[src/rtl/header_seq.sv]
// Packet-header sequencer: after the access code, opens the header and HEC bit windows,
// drives the FEC1/3 bit-advance strobe and payload start, then grades the received HEC.
module header_seq #(
  parameter int HDR_BITS = 10,
  parameter int HEC_BITS = 8,
  parameter int FEC_REP  = 3
) (
  input  logic       clk_6M,
  input  logic       rst,
  input  logic       p_1us,
  input  logic       start_p,
  input  logic       pk_encode,
  input  logic       abort,
  input  logic [7:0] hecrem,
  output logic       header_st_p,
  output logic       header_en,
  output logic       hec_en,
  output logic       fec31inc_p,
  output logic       py_st_p,
  output logic       hdr_done_p,
  output logic       hec_good,
  output logic       busy,
  output logic [4:0] bitcnt
);

  localparam int NBITS = HDR_BITS + HEC_BITS;
  localparam int CW    = (NBITS > 2) ? $clog2(NBITS) : 1;
  localparam int RW    = $clog2(FEC_REP);
  localparam logic [CW-1:0] HDR_LAST = CW'(HDR_BITS - 1);
  localparam logic [CW-1:0] ALL_LAST = CW'(NBITS - 1);
  localparam logic [RW-1:0] REP_LAST = RW'(FEC_REP - 1);

  typedef enum logic [2:0] {IDLE, LOAD, HDR, HEC, PYST, CHK} state_t;

  state_t        state, state_nxt;
  logic [CW-1:0] cnt;
  logic [RW-1:0] rep;
  logic          mode;
  logic          in_win;

  assign in_win = (state == HDR) || (state == HEC);
  assign bitcnt = 5'(cnt);

  always_ff @(posedge clk_6M or posedge rst) begin
    if (rst) begin
      state    <= IDLE;
      cnt      <= '0;
      rep      <= '0;
      mode     <= 1'b0;
      hec_good <= 1'b0;
    end else begin
      state <= state_nxt;
      if (state == IDLE && start_p && !abort)
        mode <= pk_encode;
      // Counters only run inside the bit windows; a strobe during LOAD is dropped.
      if (abort || state == IDLE || state == LOAD) begin
        cnt <= '0;
        rep <= '0;
      end else if (in_win && p_1us) begin
        if (rep != REP_LAST) begin
          rep <= rep + RW'(1);
        end else begin
          rep <= '0;
          if (cnt != ALL_LAST)
            cnt <= cnt + CW'(1);
        end
      end
      if (state == CHK && !mode && !abort)
        hec_good <= (hecrem == 8'h00);
    end
  end

  always_comb begin
    state_nxt   = state;
    header_st_p = 1'b0;
    header_en   = 1'b0;
    hec_en      = 1'b0;
    fec31inc_p  = 1'b0;
    py_st_p     = 1'b0;
    hdr_done_p  = 1'b0;
    busy        = (state != IDLE);
    if (in_win && p_1us && rep == REP_LAST)
      fec31inc_p = 1'b1;
    case (state)
      IDLE: if (start_p) state_nxt = LOAD;
      LOAD: begin
        header_st_p = 1'b1;
        state_nxt   = HDR;
      end
      HDR: begin
        header_en = 1'b1;
        if (fec31inc_p && cnt == HDR_LAST) state_nxt = HEC;
      end
      HEC: begin
        hec_en = 1'b1;
        if (fec31inc_p && cnt == ALL_LAST) state_nxt = PYST;
      end
      PYST: begin
        py_st_p   = 1'b1;
        state_nxt = CHK;
      end
      CHK: begin
        hdr_done_p = 1'b1;
        state_nxt  = IDLE;
      end
      default: state_nxt = IDLE;
    endcase
    if (abort)
      state_nxt = IDLE;
  end

endmodule

[config.mk]
export PLATFORM = sky130hd
export DESIGN_NAME = header_seq
export DESIGN_NICKNAME = d
export VERILOG_FILES = /design/src/rtl/header_seq.sv
export SDC_FILE = /design/constraint.sdc
export NUM_CORES = 1
export LEC_CHECK = 0
export CORE_AREA = 2 2 46 48
export CTS_CLUSTER_DIAMETER = 30
export DETAILED_ROUTE_END_ITERATION = 12
export DIE_AREA = 0 0 48 50
export GPL_ROUTABILITY_DRIVEN = 0
export GPL_TIMING_DRIVEN = 0
export PLACE_DENSITY = 0.79
export SKIP_LAST_GASP = 1
export SLEW_MARGIN = 20
export SYNTH_ARGS = -nofsm -noshare
export SYNTH_HDL_FRONTEND = slang
export SYNTH_SLANG_ARGS = --single-unit
[constraint.sdc]
create_clock -name clk_6M -period 1.7 [get_ports clk_6M]
set_clock_uncertainty 0.15 [all_clocks]
set_input_delay 0.51 -clock clk_6M [delete_from_list [all_inputs] [get_ports clk_6M]]
set_output_delay 0.51 -clock clk_6M [all_outputs]
set_load 0.005 [all_outputs]
---- Word level (Yosys, flattened, before mapping) ----
Cells that the tools add are included.
W data, S select, Z words.
word-level totals
  input port bits ......................... 14
  bits in registers ....................... 12
  output and inout port bits .............. 13
  logic and storage cells ................. 59
cells by class
  reduce and logical (&&, ||, !) cells .... 20
  equal/unequal tests ..................... 14
  $add $sub $neg .......................... 2
  multiplexer cells ....................... 18
operator list
  operator               number
  $mux W5                4
  $pmux W3 S5            1
  $mux W3                4
  $logic_and A1 B1 Y1    8
  $logic_not A8 Y1       1
  $eq A3 B2 Y1 const B   2
  $eq A3 B3 Y1 const B   2
  $mux W1                6
  $mux W2                3
  $ne A3 B2 Y1 const B   2
  $reduce_and A3 Y1      2
  $add A5 B1 Y5 const B  1
  $eq A5 B4 Y1 const B   1
  $eq A5 B5 Y1 const B   1
  $ne A5 B5 Y1 const B   1
  $ne A2 B2 Y1 const B   2
  $reduce_bool A2 Y1     2
  $eq A3 B1 Y1 const B   1
  $logic_not A3 Y1       1
  $logic_or A1 B1 Y1     3
  $ne A3 B3 Y1 const B   1
  $reduce_bool A3 Y1     1
  $add A2 B1 Y2 const B  1
  $eq A2 B2 Y1 const B   1
  $logic_not A1 Y1       2

---- Logic depth before layout (Yosys ltp) ----
Gate-level depths: netlist (run 1).
  depth in word-level cells ............... 9
  mapped depth ............................ 6
  depth with buffers taken out ............ 6

---- Worst setup path after synthesis (run 1) ----
OpenSTA, ideal clock, no wires.
  path kind ............................... in2out
  start point ............................. input p_1us
  end point ............................... output fec31inc_p
  data required time ...................... 1.040 ns
  arrival time ............................ 0.936 ns
  cell stages on the path ................. 2
  buffers on the path ..................... 0
  slack ................................... 0.104 ns
  cells stage by stage .................... and4bb_2 -> and2_1
on the way
  cells in the longest elaborated chain, start to end .. 3
RTL lines
  item                              line  text
  start, declared                   10    input logic p_1us,
  $logic_and A1 B1 Y1 (2 in a row)  82    if (in_win && p_1us && rep == REP_LAST)
  $mux W1                           82
  end, declared                     18    output logic fec31inc_p,
Every way passes these cells.

---- Worst setup path after layout (run 1) ----
  start point ............................. register state[2]
  end point ............................... output fec31inc_p
on the way
  cells in the longest elaborated chain, start to end .. 5
  elaborated cells on any way between the ends .. 6
  classes of those cells .................. eq/ne: 2; mux: 1; reduce/logical: 3
RTL lines
  item                                line  text
  start, declared                     35    state_t state, state_nxt;
  start signal, assigned              52    state <= state_nxt;
  $eq A3 B2 Y1                        41    assign in_win = (state == HDR) || (state == HEC);
  $logic_or A1 B1 Y1 *                41
  $logic_and A1 B1 Y1 * (2 in a row)  82
  $mux W1 *                           82
Mark *: on every way between the ends. The rest lies on a longest branch, timed or not.

==> results of run 1 <==
## layout by cell type (no fill, tap or decap), drive strengths merged
cell           synthesis  routed
or2b                   1       1
and3b                  1       1
a211oi                 1       1
a211o                  1       1
mux2i                  1       1
nand4                  2       2
a21oi                  3       3
dfrtp                 12      12
nand3b                 3       3
clkdlybuf4s15          0       1
or3                    1       1
a21boi                 1       1
buf                    2      42
mux2                   1       1
nand3                  1       1
a41o                   1       1
o21ai                  2       2
and3                   1       1
and2                   4       4
nand4bb                1       1
o2bb2ai                1       1
o32a                   1       1
and4bb                 2       2
xor2                   4       4
nor4                   2       2
nor2b                  2       2
nand2                  3       3
clkdlybuf4s50          0      11
o211ai                 1       1
clkbuf                 1       6
dlygate4sd2            0       6
ha                     2       2
nor2                   9       9
inv                    5       5
nand4b                 1       1
or2                    2       2
nor3b                  3       3
## through the flow
stage | util [%] | TNS, ns | cell area [um2] | power, uW | instances
after floorplan | - | 0 | 780.7 | 644.2 | 79
after global placement | 55.99 | -5.025 | 1065 | 813.9 | 131
after detailed placement | 55.99 | -5.391 | 1065 | 826.1 | 131
after CTS | 72.50 | -1.938 | 1379 | 1346 | 164
after global routing | 77.83 | -3.160 | 1480 | 1610 | 169
final | 77.83 | -2.806 | 1480 | 1558 | 169
## kinds of logic (layout without fill, tap and decap cells)
kind of cell | Yosys count | after routing | share of synthesized area [%]
xor gates and xnor gates | 4 | 4 | 4.487
and+or+nand+nor | 39 | 39 | 35.10
AOI/OAI and AO/OA | 12 | 12 | 11.86
muxes | 2 | 2 | 2.724
buffers and inverters | 8 | 71 | 4.167
DFF | 12 | 12 | 38.46
adders and majority gates | 2 | 2 | 3.205
## critical path, delay by kind of cell (launching register included)
kind	cells	cell delay, ns
AND/OR/NAND/NOR	2	0.43
flip-flops	1	0.46
buffers and inverters	2	0.22
## metal layers
layer	wire, um	part of all wire (%)	up-vias
met2	1603	51	46
met4	124	4.0	0
met1	1207	39	466
li1	-	-	403
met5	0	0	-
met3	177	5.7	20
## cell type report
class	count	area, um2
Timing Repair Buffer	59	536.8
Sequential cell	12	301.5
Inverter	5	18.77
Tap cell	27	33.78
Clock buffer	4	36.28
Fill cell	115	421.7
Buffer	3	26.28
Multi-Input combinational cell	59	526.8
## flip-flops by register name (all words and copies together) (netlist names)
register / cells
bitcnt: 5
hec_good: 1
state: 3
rep: 2
mode: 1
## worst max path at each step
stage | startpoint | to | slack (ns) | cells past startpoint
global placement | p_1us | fec31inc_p | -0.97 | 4
finish | state[2] | fec31inc_p | -0.38 | 4
detailed placement | p_1us | fec31inc_p | -0.97 | 4
floorplan | p_1us | fec31inc_p | 0.10 | 2
CTS | state[2] | fec31inc_p | -0.30 | 4
global route | state[2] | fec31inc_p | -0.40 | 4
## power by group through the flow
stage	registers [uW]	clock network (uW)	logic, uW
2_1_floorplan	360	0	284
3_3_place_gp	368	0	446
3_5_place_dp	372	0	454
4_1_cts	363	242	740
5_1_grt	377	261	973
6_report	374	244	940
## what timing repair did
item	4_1_cts	5_1_grt
buffers inserted	29	8
setup endpoints to repair	16	15
resized for setup	57	15
pin swaps	8	15
==> impl_results.md, run 1 <==
- Mean number of vias per cell: 5.533
- Power share of the clock group: 15.7%
- DR vias: 935
- Cell mode on critical path: buf_6
- Die W: 48 um
- Yosys top cell area share: 38.46%
- Number of remaining DRC errors: 0
- Die H: 50 um
- GR Util met1: 29.19%
- Buffers on Ports: 25
- RSZ-0062 raised after global routing: true
- Post-synthesis cell count: 79
- Status: complete, but fails checks
- Max frequency: 481.2 MHz
- GRT busiest layer: met2
- Met3 GRT Util: 7.326%
- Internal: 991.5 uW
- Syn-to-layout area delta: 89.58%
- CTS H-Tree Depth: 1
- Worst-path fanout max: 3
- RR Startpoint: state[2]
- Tcrit/Tclk final: 122.2%
- Final worst slack: -0.3782 ns
- Top_reg_cell synth: dfrtp_1
- Peak VDD IR: 898.3 uV
- Number of I/O pins: 27
- Failing checks: setup timing
- Core area: 1902 um2
- Sw frac: 36.38%
- Longest Clk Path Bufs: 2
- CTS tree: yes
- ANT cells: 0
- Final Max Tran Viols: 0
- P_sw: 566.9 uW
- GRT Util Overall: 25.46%
- Grt ovf: 0
- YS warnings: 0
- Setup crit start kind: flip-flop
- Fin crit period: 2.078 ns
- Initial antenna violation count: 0
- Root buf cell: clkbuf_4
- Worst R2R Path Depth: 10
- Initial Util: 41.05%
- Hpwl dp: 1.436 mm
- TritonRoute pass-1 iters: 4
- Clock transition at the registers of the reported paths: 0.10 ns
- DRT iter0 DRCs: 27
- Slew Limit Headroom: 62.56%
- Cell taking the most area after synthesis: dfrtp_1
- Routed Wire Length: 3.114 mm
- Final Hold Fails: 0
- WS Path Type: reg2out
- CP Data Arrival Time: 1.42 ns
- Synth Register Bits: 12
- Number of global-route vias before repair: 917
- Clk sinks: 12
- WP data required: 1.04 ns
- Clock buffer count from CTS: 3
- Rows: 16
- Final setup fails: 12
- Top-count cell post-synth: dfrtp_1
- Seq pwr share: 24.0%
- Least-Margin Pin Slew: 0.5617 ns
- Post-Place Setup Slack: -0.9735 ns
- Clk_lat worst skew: 0.30 ns
- Mapped Area: 780.7 um2
- R2r setup slk: -0.32 ns
- P per Cell Area: 1053 nW/um2
- Crit-path slowest cell: dfrtp_1
- Met2 Use GR: 41.56%
- Max-Cap Viols: 0
- Post-Syn Area per Cell: 9.883 um2
- Hold WC Path Type: in2async
- Distinct cells, synth: 39
- Pleak: 0.0007259 uW
- Post-synth EDFFs: 0
- Top post-synthesis cells by area: dfrtp_1 38%, xor2_1 4.5%, nor2_1 4.3%
- DRT antenna net count: 0
- Post-layout nets: 159
- Fraction of layout cells with a size suffix above 1: 48.59%
- Die area: 2400 um2
- Crit-path cells: buf_6 -> and4bb_2 -> and2_4 -> buf_6
- Largest net degree at the start of global routing: 13
- WL per Instance: 18.43 um
- Syn nets: 95
- Most instantiated cells after synthesis: 12 x dfrtp_1, 9 x nor2_1, 5 x inv_1
- Reg-to-reg endpoint: state[2]
- First-pass GRT wire length: 4.291 mm
- Fraction of registers with async set/reset: 100.0%
- Post-cts hold buffer count: 0
- Sequential area share after synthesis: 38.46%
- Min Hold Slack: 0.3732 ns
- CP peak stage delay: 0.46 ns
- Comb power frac: 60.3%
- Worst setup EP type: output pin
No activity file was read; power rests on OpenSTA's default activity.
==> run 2: changes to the inputs <==
- ABC_CLOCK_PERIOD_IN_PS: default -> 1700
- GPL_TIMING_DRIVEN: 0 -> default
==> run 2 against run 1 <==
The flow still finishes with violations (setup timing). Critical path depth unchanged. Via count decreased by 2.9%. Flip-flop and latch count unchanged. Worst setup slack improved by 0.040 ns. Sequential power about the same. Combinational power decreased by 2%. Final area increased by 0.51%. Clock power decreased by 26%. Register-to-register slack improved by 0.17 ns. Non-clock buffer count increased by 5. Largest cell class unchanged. Largest power group unchanged.
==> impl_results.md, run 2 (synthesis gave the netlist of run 1 again) <==
- Final non-filler cell total: 173
- GRT busiest layer: met2
- Peak VDD IR: 777.4 uV
- Pleak: 0.0007506 uW
- Final Hold Fails: 0
- Hpwl dp: 1.521 mm
- P per Cell Area: 994.5 nW/um2
- Clock buffer count from CTS: 3
- Root buf cell: clkbuf_4
- Most frequent cells in the layout: 31 x buf_4, 14 x buf_6, 12 x clkdlybuf4s50_1
- Cell mode on critical path: buf_6
- Worst setup EP type: output pin
- Final core occ: 78.22%
- RR Startpoint: state[1]
- First-pass GRT wire length: 4.333 mm
- GRT Util Overall: 26.33%
- Slew Limit Headroom: 77.53%
- Crit-path cells: buf_6 -> and4bb_2 -> and2_4 -> buf_6
- Post-cts hold buffer count: 0
- DRT iter0 DRCs: 14
- Setup crit start kind: flip-flop
- Clk_lat worst skew: 0.28 ns
- Fraction of layout cells with a size suffix above 1: 51.37%
- GR Util met1: 28.15%
- Initial Util: 41.05%
- WL per Instance: 17.05 um
- Die H: 50 um
- Longest Clk Path Bufs: 2
- Status: complete, but fails checks
- Rows: 16
- Total power: 1480 uW
- Max-Cap Viols: 0
- Hold WC Path Type: reg2reg
- DR vias: 908
- Number of I/O pins: 27
- Largest net degree at the start of global routing: 13
- Post-layout nets: 164
- TritonRoute pass-1 iters: 4
- Initial antenna violation count: 0
- R2r setup slk: -0.15 ns
- Worst-path fanout max: 4
- Die W: 48 um
- Number of remaining DRC errors: 0
- Placed cell count: 146
- Worst R2R Path Depth: 6
- WS Path Type: reg2out
- Failing checks: setup timing
- Number of global-route vias before repair: 931
- Syn-to-layout area delta: 90.55%
- Buffers on Ports: 26
- Final setup fails: 11
- Clk sinks: 12
- Fin crit period: 2.038 ns
- Mean number of vias per cell: 5.249
- Tcrit/Tclk final: 119.9%
- Hold Path End: mode
- CP peak stage delay: 0.45 ns
- CTS tree: yes
- Met2 Use GR: 46.67%
- Setup TNS: -2.375 ns
- Routed Wire Length: 2.949 mm
- Grt ovf: 0
- Source of the worst hold timing path: mode
- Final Max Tran Viols: 0
- CP Data Arrival Time: 1.38 ns
- CTS H-Tree Depth: 1
- RSZ-0062 raised after global routing: true
- Final worst slack: -0.3378 ns
- Max frequency: 490.7 MHz
- Reg-to-reg endpoint: state[0]
- Clock transition at the registers of the reported paths: 0.08 ns
- Most common cell after layout, fill and taps aside: buf_4
- DRT antenna net count: 0
- Crit-path slowest cell: dfrtp_2
- Core area: 1902 um2
- Number of flip-flops in the largest register: 5
- Die area: 2400 um2
- WP data required: 1.04 ns
- Met3 GRT Util: 5.128%
- ANT cells: 0
- Worst Hold Depth: 1
- Least-Margin Pin Slew: 0.3340 ns
run 2: through the flow:
step | hold WS [ns] | worst slack, ns | area (um2)
global placement | 0.3207 | -0.7711 | 1189
global route | 0.3650 | -0.3720 | 1488
finish | 0.3505 | -0.3378 | 1488
floorplan | 0.2247 | 0.1036 | 780.7
detailed placement | 0.3337 | -0.8174 | 1189
CTS | 0.3508 | -0.3015 | 1435
run 2: where the power goes:
| part | switching (uW) | total, uW | internal, uW |
|---|---|---|---|
| registers | 46.3 | 375 | 329 |
| logic | 374 | 924 | 550 |
| clock network | 98.2 | 180 | 82.1 |
| total | 518 | 1480 | 961 |
run 2: worst max path at each step:
stage	startpoint	endpoint	cells past startpoint
5_1_grt	state[2]	fec31inc_p	4
6_report	state[2]	fec31inc_p	4
3_5_place_dp	p_1us	fec31inc_p	4
3_3_place_gp	p_1us	fec31inc_p	4
4_1_cts	state[2]	fec31inc_p	4
2_1_floorplan	p_1us	fec31inc_p	2
run 2: critical path, delay by kind of cell (launching register included):
| family | cells | cell delay [ns] |
|---|---|---|
| buffers and inverters | 2 | 0.21 |
| and+or+nand+nor | 2 | 0.45 |
| DFF | 1 | 0.45 |
run 2: final cells by class:
cell class                      count  area, um2
Clock buffer                        3      22.52
Multi-Input combinational cell     59      518.0
Timing Repair Buffer               67      588.1
Fill cell                         107      414.1
Inverter                            5      21.27
Sequential cell                    12      304.0
Tap cell                           27      33.78
run 2: per-layer routing:
metal  share of wire (%)  up-vias
met5                   0        -
met4                 2.8        0
met3                 4.1       10
met2                  53       35
met1                  40      447
li1                    -      416
run 2: repair_timing:
action / in CTS / in global routing
setup endpoints to repair: 18 / 16
gates resized for setup: 59 / 14
pin swaps: 11 / 13
buffers inserted: 24 / 7
endpoints found under the hold margin: 0 / 0
==> run 3: changes to the inputs <==
- ABC_CLOCK_PERIOD_IN_PS: 1700 -> 2020
- RECOVER_POWER: default -> 100
- clock period: 1.7 -> 2.02 ns (I/O delays scaled with it)
==> run 3 against run 2 <==
The flow still finishes with violations (setup timing). Clock power grew 14%. Critical path depth is the same. Final cell count grew 1.7%. Critical path type unchanged. First-iteration DRC count shrank 7.1%. Clock-buffer cell count grew 1. Global-route usage shrank 0.67 points. Via count shrank 0.22%. Flip-flop and latch count is the same. Worst hold slack gained 0.0016 ns.
==> impl_results.md, run 3 (synthesis gave the netlist of run 1 again) <==
- Multi-input gate area: 474.2 um2
- Crit path depth: 4
- Register area: 304.0 um2
- Core area: 1902 um2
- Final non-filler cell total: 176
- Final Hold Fails: 0
- CTS H-Tree Depth: 1
- Reg-to-reg endpoint: mode
- Die area: 2400 um2
- Failing checks: setup timing
- Number of flip-flops in the largest register: 5
- Die W: 48 um
- Most frequent cells in the layout: 36 x buf_4, 17 x clkdlybuf4s50_1, 10 x buf_6
- CP Data Arrival Time: 1.42 ns
- Post-layout nets: 166
- Crit-path cells: buf_4 -> and4bb_2 -> and2_4 -> buf_6
- Least-Margin Pin Slew: 0.4894 ns
- R2r setup slk: 0.12 ns
- Rows: 16
- Routed Wire Length: 3.004 mm
- Max frequency: 459.4 MHz
- Min Hold Slack: 0.3521 ns
- Mean number of vias per cell: 5.148
- DRT iter0 DRCs: 13
- Fill cell count: 122
- Setup TNS: -0.5910 ns
- Placed cell count: 142
- Buffers on Ports: 26
- Initial antenna violation count: 0
- Max-Cap Viols: 0
- Worst Hold Depth: 1
- Pleak: 0.0007303 uW
- Largest net degree at the start of global routing: 13
- Hpwl dp: 1.508 mm
- Number of remaining DRC errors: 0
- Number of global-route vias before repair: 894
- Post-cts hold buffer count: 0
- Hold Path End: mode
- TritonRoute pass-1 iters: 4
- Crit-path slowest cell: dfrtp_1
- Launch point of the critical path: state[2]
- Clock transition at the registers of the reported paths: 0.09 ns
- Peak VDD IR: 566.7 uV
- Root buf cell: clkbuf_4
- Fraction of layout cells with a size suffix above 1: 48.32%
- Final worst slack: -0.1569 ns
- Worst R2R Path Depth: 5
- Hold WC Path Type: reg2reg
- Slew Limit Headroom: 67.34%
- Die H: 50 um
- WP data required: 1.26 ns
- Clock buffer count from CTS: 3
- WL per Instance: 17.07 um
- Setup crit start kind: flip-flop
- Number of I/O pins: 27
- First-pass GRT wire length: 4.229 mm
- CTS tree: yes
- RSZ-0062 raised after global routing: true
- Status: complete, but fails checks
- Grt ovf: 0
- P per Cell Area: 811.2 nW/um2
- Final core occ: 76.71%
- Tcrit/Tclk final: 107.8%
- Delay-heaviest family, CP: simple AND/OR/NAND/NOR gates
- Area post-placement: 1159 um2
- Worst-path fanout max: 4
- ANT cells: 0
- Fin crit period: 2.177 ns
- Longest Clk Path Bufs: 2
- Syn-to-layout area delta: 86.86%
- Final setup fails: 5
- Most common cell after layout, fill and taps aside: buf_4
- Clk_lat worst skew: 0.28 ns
- Final Max Tran Viols: 0
- Source of the worst hold timing path: mode
- Clk sinks: 12
- Initial Util: 41.05%
- WP buf/inv: 2
- WS Path Type: reg2out
- Worst setup EP type: output pin
- DRT antenna net count: 0
- GRT Util Overall: 25.67%
- Post-route cell area: 1459 um2
- DR vias: 906
- RR Startpoint: state[2]
- CP peak stage delay: 0.44 ns
[run 3: changes by cell type in the layout (fill, tap and decap cells not counted), sizes merged]
cell	previous run	this run
buf	48	50
clkdlybuf4s15	1	0
dlygate4sd2	6	1
dlygate4sd3	0	1
clkbuf	3	4
clkdlybuf4s50	12	17
[run 3: power by group]
group | internal (uW) | total, uW | switching, uW
Combinational | 387 | 647 | 260
Sequential | 277 | 332 | 55.0
Clock | 110 | 205 | 94.9
[run 3: timing repair]
action | 4_1_cts | 5_1_grt
endpoints found under the setup margin | 8 | 11
pin swaps | 3 | 5
setup buffers | 23 | 9
gates resized for setup | 40 | 10
[run 3: worst max-delay path by stage]
| stage | end | slack, ns |
|---|---|---|
| floorplan | fec31inc_p | 0.23 |
| global placement | fec31inc_p | -0.64 |
| detailed placement | fec31inc_p | -0.67 |
| CTS | fec31inc_p | -0.21 |
| global route | fec31inc_p | -0.20 |
| finish | fec31inc_p | -0.16 |
[run 3: final cells by class]
cell class	count	area share (%)
Clock buffer	4	2.487
Multi-Input combinational cell	59	32.50
Tap cell	27	2.316
Sequential cell	12	20.84
Inverter	5	1.286
Timing Repair Buffer	69	40.57
[run 3: routing by layer]
metal | GRT usage [%] | part of all wire [%]
met1 | 30.54 | 41
met2 | 41.78 | 51
met3 | 5.128 | 4.3
met4 | 12.61 | 3.6
met5 | 0 | 0
[run 3: through the flow]
step | total power (uW) | setup slack (ns)
floorplan | 542.2 | 0.2316
global placement | 761.9 | -0.6447
detailed placement | 771.6 | -0.6719
CTS | 1108 | -0.2131
global route | 1254 | -0.2000
finish | 1183 | -0.1569
